[src/rtl/reg_file_param_pkg.sv]
// Shared constants and types for the register file and its dump engine.
// Default widths are also used by the ALU and memory blocks.
package reg_file_param_pkg;

    localparam int INIT_ZERO  = 0;
    localparam int INIT_INDEX = 1;

    localparam int DEFAULT_DATA_W   = 12;
    localparam int DEFAULT_NUM_REGS = 32;

    typedef enum logic [1:0] {
        IDLE = 2'd0,
        SCAN = 2'd1,
        DONE = 2'd2
    } dump_state_e;

endpackage

[src/rtl/reg_file_param_dump_fsm.sv]
// Dump engine: walks register indices 0..NUM_REGS-1 with a ready/valid
// handshake, then pulses dump_done for one cycle.
module regfile_dump_fsm
    import reg_file_param_pkg::*;
#(
    parameter int NUM_REGS = DEFAULT_NUM_REGS,
    parameter int ADDR_W   = $clog2(NUM_REGS)
) (
    input  logic              clock,
    input  logic              reset,
    input  logic              dump_start,
    input  logic              dump_ready,
    output logic              dump_valid,
    output logic              dump_busy,
    output logic              dump_done,
    output logic [ADDR_W-1:0] dump_index
);

    localparam logic [ADDR_W-1:0] LAST_INDEX = ADDR_W'(NUM_REGS - 1);

    dump_state_e       state_q, state_d;
    logic [ADDR_W-1:0] index_q, index_d;

    always_ff @(posedge clock or negedge reset) begin
        if (!reset) begin
            state_q <= IDLE;
            index_q <= '0;
        end else begin
            state_q <= state_d;
            index_q <= index_d;
        end
    end

    always_comb begin
        state_d    = state_q;
        index_d    = index_q;
        dump_valid = 1'b0;
        dump_busy  = 1'b0;
        dump_done  = 1'b0;
        case (state_q)
            IDLE: begin
                if (dump_start) begin
                    state_d = SCAN;
                    index_d = '0;
                end
            end
            SCAN: begin
                dump_valid = 1'b1;
                dump_busy  = 1'b1;
                if (dump_ready) begin
                    if (index_q == LAST_INDEX) begin
                        // Park the index at 0 so IDLE presents index 0.
                        state_d = DONE;
                        index_d = '0;
                    end else begin
                        index_d = index_q + 1'b1;
                    end
                end
            end
            DONE: begin
                dump_done = 1'b1;
                dump_busy = 1'b1;
                state_d   = IDLE;
            end
            default: begin
                state_d = IDLE;
                index_d = '0;
            end
        endcase
    end

    assign dump_index = index_q;

endmodule

[src/rtl/reg_file_param.sv]
// Parametrised register file: two combinational read ports with write bypass,
// one synchronous write port, optional hardwired zero register and a dump engine.
module reg_file_param
    import reg_file_param_pkg::*;
#(
    parameter int DATA_W    = DEFAULT_DATA_W,
    parameter int NUM_REGS  = DEFAULT_NUM_REGS,
    parameter int ADDR_W    = $clog2(NUM_REGS),
    parameter int INIT_MODE = INIT_INDEX,
    parameter int ZERO_REG  = 1
) (
    input  logic              clock,
    input  logic              reset,
    input  logic [ADDR_W-1:0] rs1,
    input  logic [ADDR_W-1:0] rs2,
    input  logic [ADDR_W-1:0] rd,
    input  logic              RegWrite,
    input  logic [DATA_W-1:0] Writedata,
    output logic [DATA_W-1:0] data1,
    output logic [DATA_W-1:0] data2,
    input  logic              dump_start,
    input  logic              dump_ready,
    output logic              dump_valid,
    output logic [ADDR_W-1:0] dump_index,
    output logic [DATA_W-1:0] dump_data,
    output logic              dump_busy,
    output logic              dump_done
);

    logic [DATA_W-1:0] regs [NUM_REGS];
    logic              write_ok;

    assign write_ok = RegWrite && !((ZERO_REG != 0) && (rd == '0));

    always_ff @(posedge clock or negedge reset) begin
        if (!reset) begin
            for (int unsigned i = 0; i < NUM_REGS; i++) begin
                if ((INIT_MODE == INIT_INDEX) && !((ZERO_REG != 0) && (i == 0)))
                    regs[i] <= DATA_W'(i);
                else
                    regs[i] <= '0;
            end
        end else if (write_ok) begin
            regs[rd] <= Writedata;
        end
    end

    always_comb begin
        data1 = regs[rs1];
        if ((ZERO_REG != 0) && (rs1 == '0))
            data1 = '0;
        else if (write_ok && (rd == rs1))
            data1 = Writedata;
    end

    always_comb begin
        data2 = regs[rs2];
        if ((ZERO_REG != 0) && (rs2 == '0))
            data2 = '0;
        else if (write_ok && (rd == rs2))
            data2 = Writedata;
    end

    regfile_dump_fsm #(
        .NUM_REGS (NUM_REGS),
        .ADDR_W   (ADDR_W)
    ) u_dump_fsm (
        .clock      (clock),
        .reset      (reset),
        .dump_start (dump_start),
        .dump_ready (dump_ready),
        .dump_valid (dump_valid),
        .dump_busy  (dump_busy),
        .dump_done  (dump_done),
        .dump_index (dump_index)
    );

    // Dump shows committed contents only; a same-cycle write appears next cycle.
    assign dump_data = dump_valid ? regs[dump_index] : '0;

endmodule
[config.mk]
export PLATFORM = sky130hd
export DESIGN_NAME = reg_file_param
export DESIGN_NICKNAME = d
export VERILOG_FILES = /design/src/rtl/reg_file_param_pkg.sv /design/src/rtl/reg_file_param_dump_fsm.sv /design/src/rtl/reg_file_param.sv
export SDC_FILE = /design/constraint.sdc
export NUM_CORES = 1
export LEC_CHECK = 0
export CORE_ASPECT_RATIO = 0.8
export CORE_MARGIN = 5
export CORE_UTILIZATION = 55
export CTS_CLUSTER_SIZE = 10
export DETAILED_ROUTE_END_ITERATION = 6
export GPL_ROUTABILITY_DRIVEN = 0
export PLACE_DENSITY = 0.76
export REMOVE_ABC_BUFFERS = 1
export SLEW_MARGIN = 40
export SYNTH_ARGS = -nofsm -noshare
export SYNTH_HDL_FRONTEND = slang
export SYNTH_SLANG_ARGS = --single-unit
[constraint.sdc]
create_clock -name clock -period 5.8 [get_ports clock]
set_input_delay 1.16 -clock clock [delete_from_list [all_inputs] [get_ports clock]]
set_output_delay 1.16 -clock clock [all_outputs]
set_load 0.01 [all_outputs]
== After elaboration in Yosys (flattened, before gate mapping) ==
Cells that the tools add are included.

* Bits in registers: 391
* Latch bits: 0
* RAM bits: 0
* ROM bits: 0
* Input bits: 32
* Output and inout port bits: 44
* Memories: 0

* $add $sub $neg: 1
* $mul: 0
* Div/mod/pow operators: 0
* $lt $le $gt $ge: 5
* Equal/unequal tests: 8
* Shift-type cells: 0
* Mux-type cells: 28
* Bitwise gates (word level): 5
* Reductions and logical operators: 12

{| class="wikitable"
|+ Operator list
! cell !! count
|-
| bitwise mux 384 bit || 1
|-
| binary-select mux 12 bit (select 5 bit) || 3
|-
| two-way mux 12 bit || 12
|-
| demux 12 bit (select 5 bit) || 1
|-
| >= comparator 6 bit, second input constant || 4
|-
| NOT 5 -> 6 bit || 4
|-
| logical NOT 5 bit || 3
|-
| two-way mux 5 bit || 3
|-
| one-hot mux 5 bit (3 select lines) || 1
|-
| equality test 5 bit || 2
|-
| < comparator 6 x 1 -> 1 bit, second input constant || 1
|-
| two-way mux 2 bit || 3
|-
| AND reduction 3 bit || 2
|-
| adder 5 x 1 -> 5 bit, second input constant || 1
|-
| equality test 5 bit, second input constant || 1
|-
| logical AND 1 bit || 4
|-
| inequality test 2 bit, second input constant || 2
|-
| one-hot mux 2 bit (2 select lines) || 1
|-
| two-way mux 1 bit || 3
|-
| equality test 2 x 1 -> 1 bit, second input constant || 1
|-
| equality test 2 bit, second input constant || 1
|-
| logical NOT 2 bit || 1
|-
| inequality test 2 x 1 -> 1 bit, second input constant || 1
|-
| OR reduction 2 bit || 1
|-
| 2 further kinds || 2
|}

== Logic depth before layout (Yosys ltp) ==
* Depth in word-level cells: 6
* Gate-level depth with buffers: 9
* Gate-level depth less buffers: 7

== Hierarchy ==
From an unflattened synthesis, not the netlist that was laid out.

* Cells, all modules: 1789
* Area, all modules: 24647.4 µm²

{| class="wikitable"
|+ By module, submodules not included
! module !! times used !! cells each !! area each (µm²) !! sequential area each (µm²)
|-
| reg_file_param || 1 || 1743 || 24175.7 || 9709.3
|-
| regfile_dump_fsm || 1 || 46 || 471.7 || 175.2
|}

== Worst setup path before layout ==
OpenSTA, ideal clock, no wires.

* Kind: input -> output
* From: input rs1[0]
* To: output data1[0]
* Arrival: 2.697 ns
* Required time: 4.640 ns
* Path slack: 1.943 ns
* Stages: 7
* Path through: clkbuf_1 -> buf_4 -> buf_1 -> mux2_2 -> a211oi_1 -> nand3_1 -> o2111a_1

* Cells in the longest elaborated chain, start to end: 6

{| class="wikitable"
|+ Ends and longest elaborated chain
! what !! RTL line !! text
|-
| start: declaration || reg_file_param.sv:14 || <nowiki>input logic [ADDR_W-1:0] rs1,</nowiki>
|-
| NOT 5 -> 6 bit (implied by the code) || reg_file_param.sv:49 || <nowiki>data1 = regs[rs1];</nowiki>
|-
| binary-select mux 12 bit (select 5 bit) || reg_file_param.sv:49 ||
|-
| two-way mux 12 bit (implied by the code) (2 in a row) || reg_file_param.sv:49 ||
|-
| two-way mux 12 bit || reg_file_param.sv:52 || <nowiki>else if (write_ok && (rd == rs1))</nowiki>
|-
| two-way mux 12 bit (*) || reg_file_param.sv:50 || <nowiki>if ((ZERO_REG != 0) && (rs1 == '0))</nowiki>
|-
| end: declaration || reg_file_param.sv:19 || <nowiki>output logic [DATA_W-1:0] data1,</nowiki>
|}

Every way passes the cells marked *; elsewhere a longest branch is shown, timed or not. The select of a mux whose other input is x is not followed.

== Worst setup path after layout ==
* From: input rs2[2]
* To: output data2[10]

* Cells in the longest elaborated chain, start to end: 6

{| class="wikitable"
|+ Ends and longest elaborated chain
! what !! RTL line !! text
|-
| start: declaration || reg_file_param.sv:15 || <nowiki>input logic [ADDR_W-1:0] rs2,</nowiki>
|-
| NOT 5 -> 6 bit (implied by the code) || reg_file_param.sv:57 || <nowiki>data2 = regs[rs2];</nowiki>
|-
| binary-select mux 12 bit (select 5 bit) || reg_file_param.sv:57 ||
|-
| two-way mux 12 bit (implied by the code) (2 in a row) || reg_file_param.sv:57 ||
|-
| two-way mux 12 bit || reg_file_param.sv:60 || <nowiki>else if (write_ok && (rd == rs2))</nowiki>
|-
| two-way mux 12 bit (*) || reg_file_param.sv:58 || <nowiki>if ((ZERO_REG != 0) && (rs2 == '0))</nowiki>
|-
| end: declaration || reg_file_param.sv:20 || <nowiki>output logic [DATA_W-1:0] data2,</nowiki>
|}

Marks and branches as above.

==> results.yml <==
run_status:
  outcome: "complete, no violations"
power:
  swShare_pct: 33.4
  p_comb_share_pct: 32.7
  total_power_mw: 9.84
  p_int_mw: 6.55
  vdd.ir_drop.worst_mv: 0.217
  p_sw_mw: 3.29
  clkPwrFrac_pct: 27.1
  cellLeakagePower_nw: 11.5
  p_per_area_mw_per_mm2: 356
  seqPwrFrac_pct: 40.1
placement:
  placed_area_mm2: 0.0262
  numPlacedInstances: 2421
  place.detailed.hpwl_um: 54600
  port_buffers: 75
  post-place-ws_ns: 0.483
global_route:
  antenna_found_initial: 2
  grt_start_max_net_pins: 143
  grt-ovfl-total: 0
  grt_pass1_wl_um: 120000
  first_global_vias: 17932
  grt_usage_pct: 32.1
clocking:
  clkSinkCount: 391
  cts-resized-gates: 0
  post_cts_buffers: 0
  clockBufferDepth: 3
  cts_buffers: 46
  clk_pin_slew_worst_paths_ns: 0.06
  cts_tree: "yes"
  htree_levels: 2
  clk_latency_ns: 0.58
  cts_root_buffer: "clkbuf_16"
  cts_hold_buf: 0
yosys:
  synth.area.top_cells: "dfrtp_1 (31%), mux2_2 (19%), mux4_2 (15%)"
  synth_fa_ha_area_share_pct: 0.302
  synth_top_family_by_area: "multiplexers"
  postSynthCellCount: 1870
  synth_top_area_share_pct: 31.3
  synthXorXnorAreaFrac_pct: 0.422
  ys_ff_latch: 391
  ys.flop_type: "dfrtp_1"
  yosys.area_share.simple_pct: 4.72
  synth_edf_count: 0
  yosysWarnings: 0
  synth_top_area_cell: "dfrtp_1"
  netlist_area_mm2: 0.0249
  ys_seq_area_share_pct: 39.7
  synthArstFlopShare_pct: 100
  synthMuxAreaShare_pct: 45.7
  synth-compound-area-share_pct: 5.24
  syn_avg_cell_area_um2: 13.3
  yosysUniqueCellTypes: 43
floorplan:
  core_area_mm2: 0.0445
  initial_core_util_pct: 55.9
  fp-row-count: 69
  io_pins: 76
  chipWidth_um: 248
  die_y_um: 200
  dieArea_mm2: 0.0496
worst_setup_path:
  worst-r2r-cell-count: 8
  crit_chain: "buf_2, buf_4, xor2_1, nor3_1, nand3_2, o211ai_1, clkdlybuf4s50_1"
  crit_arrival_ns: 4.33
  rr_endpoint: "u_dump_fsm.dump_index[2]"
  slowest_delay_ns: 0.70
  worst_path_max_delay_cell: "o211ai_1"
  crit_fanout: 25
  r2r-start: "u_dump_fsm.dump_index[0]"
  crit_path_end_kind: "output port"
  cp-start-kind: "input port"
  timing.reg2reg.setup_slack_ns: 3.41
  crit_type: "in -> out"
  crit_required_ns: 4.64
layout:
  final_common_cell: "mux2_2"
  layout.nets: 1905
  fin_util_pct: 62.0
  instances_no_fill: 2509
  num-fill-cells: 3292
  drive_gt1_share_pct: 44.2
  final_area_mm2: 0.0276
  layout_common_cells: "mux2_2 (424), dfrtp_1 (308), mux2i_1 (196)"
  syn2layout_area_growth_pct: 10.9
detailed_routing:
  firstDrtPassIters: 7
  drtIter0Drc: 2187
  routed_wirelength_um: 80600
  wl_per_cell_um: 32.1
  drtAntennaViolNets: 0
  vias: 18075
  post_drt_via_cell_ratio: 7.20
  drc: 0
min_path:
  hp-class: "reg -> reg"
  whs_path_depth: 0
  hold_end: "regs[378]"
  hold_path_startpoint: "regs[378]"
timing:
  fmax_ghz: 0.182
  finClkSkew_ns: 0.00481
  relSlewSlack_pct: 40.5
  rsz0062_at_grt: "no"
  worst_pin_slew_ns: 0.891
  worst_slack_ns: 0.306
  fin_crit_ns: 5.49
  setup_tns_ns: 0
  slew_violations: 0
  whs_ns: 0.424
  setup_violations: 0
  hold_violations: 0
  finalCritPeriodShare_pct: 94.7
run:
  drv_cap: 0
-- power groups by stage --
| stage | sequential (mW) | clock, mW | combinational [mW] |
|---|---|---|---|
| global route | 4.01 | 2.82 | 3.38 |
| detailed placement | 3.95 | 0 | 3.14 |
| finish | 3.95 | 2.67 | 3.22 |
| floorplan | 3.87 | 0 | 2.04 |
| global placement | 3.90 | 0 | 3.07 |
| CTS | 3.91 | 2.70 | 3.17 |
-- critical path, delay by kind of cell --
kind,cells,cell delay [ns]
and+or+nand+nor,2,0.87
buffers and inverters,3,1.44
AOI/OAI and AO/OA,1,0.70
xor gates and xnor gates,1,0.11
-- cell usage after synthesis, drive strengths merged (16+ instances only) --
master,number
o22ai,100
buf,111
mux4,200
nor2,41
dfrtp,311
o21ai,22
dfstp,80
nand3,50
o2111a,22
mux2i,196
nor2b,16
clkbuf,96
nor3,16
a211oi,34
mux2,424
nand2,88
-- how the worst max path moves through the flow --
stage / startpoint / end / slack (ns) / cells after the start
6_report: rs2[2] / data2[10] / 0.31 / 7
5_1_grt: rs2[2] / data2[10] / 0.25 / 7
2_1_floorplan: u_dump_fsm.dump_index[0] / dump_data[0] / -0.40 / 4
3_5_place_dp: rs2[4] / data2[10] / 0.48 / 7
4_1_cts: rs2[4] / data2[10] / 0.48 / 7
3_3_place_gp: rs2[4] / data2[3] / 0.52 / 7
-- state kept, by name, indices dropped and copies added (netlist names) --
| signal | flops |
|---|---|
| regs | 384 |
| u_dump_fsm.dump_index | 5 |
| u_dump_fsm.state_q | 2 |
-- layout make-up --
cell class                      instances  area [um2]  share of cell area (%)
Multi-Input combinational cell       1267       14100                    51.1
Antenna cell                            2        5.00                  0.0181
Clock inverter                          5        46.3                   0.168
Clock buffer                           80        1290                    4.67
Tap cell                              603         754                    2.73
Inverter                                5        18.8                  0.0680
Timing Repair Buffer                  156        1480                    5.36
Sequential cell                       391        9900                    35.8
-- metal layers --
metal | GRT usage (%) | vias up | wire length [um]
met5 | 0 | - | 20
met4 | 14.3 | 4 | 4100
met3 | 10.7 | 236 | 10400
met2 | 46.0 | 1225 | 35400
met1 | 44.8 | 9329 | 30700
li1 | - | 7281 | -
-- kinds of logic (layout without fill, tap and decap cells) --
logic type               Yosys count  count (layout)
multiplexers                     820             820
flip-flops                       391             391
AND/OR/NAND/NOR                  242             242
AO/OA/AOI/OAI                    187             187
adder cells (fa/ha/maj)            6               6
other                              0               2
XOR/XNOR                          12              12
buffers and inverters            212             246
Note: power is estimated with default switching activity, not from simulation.
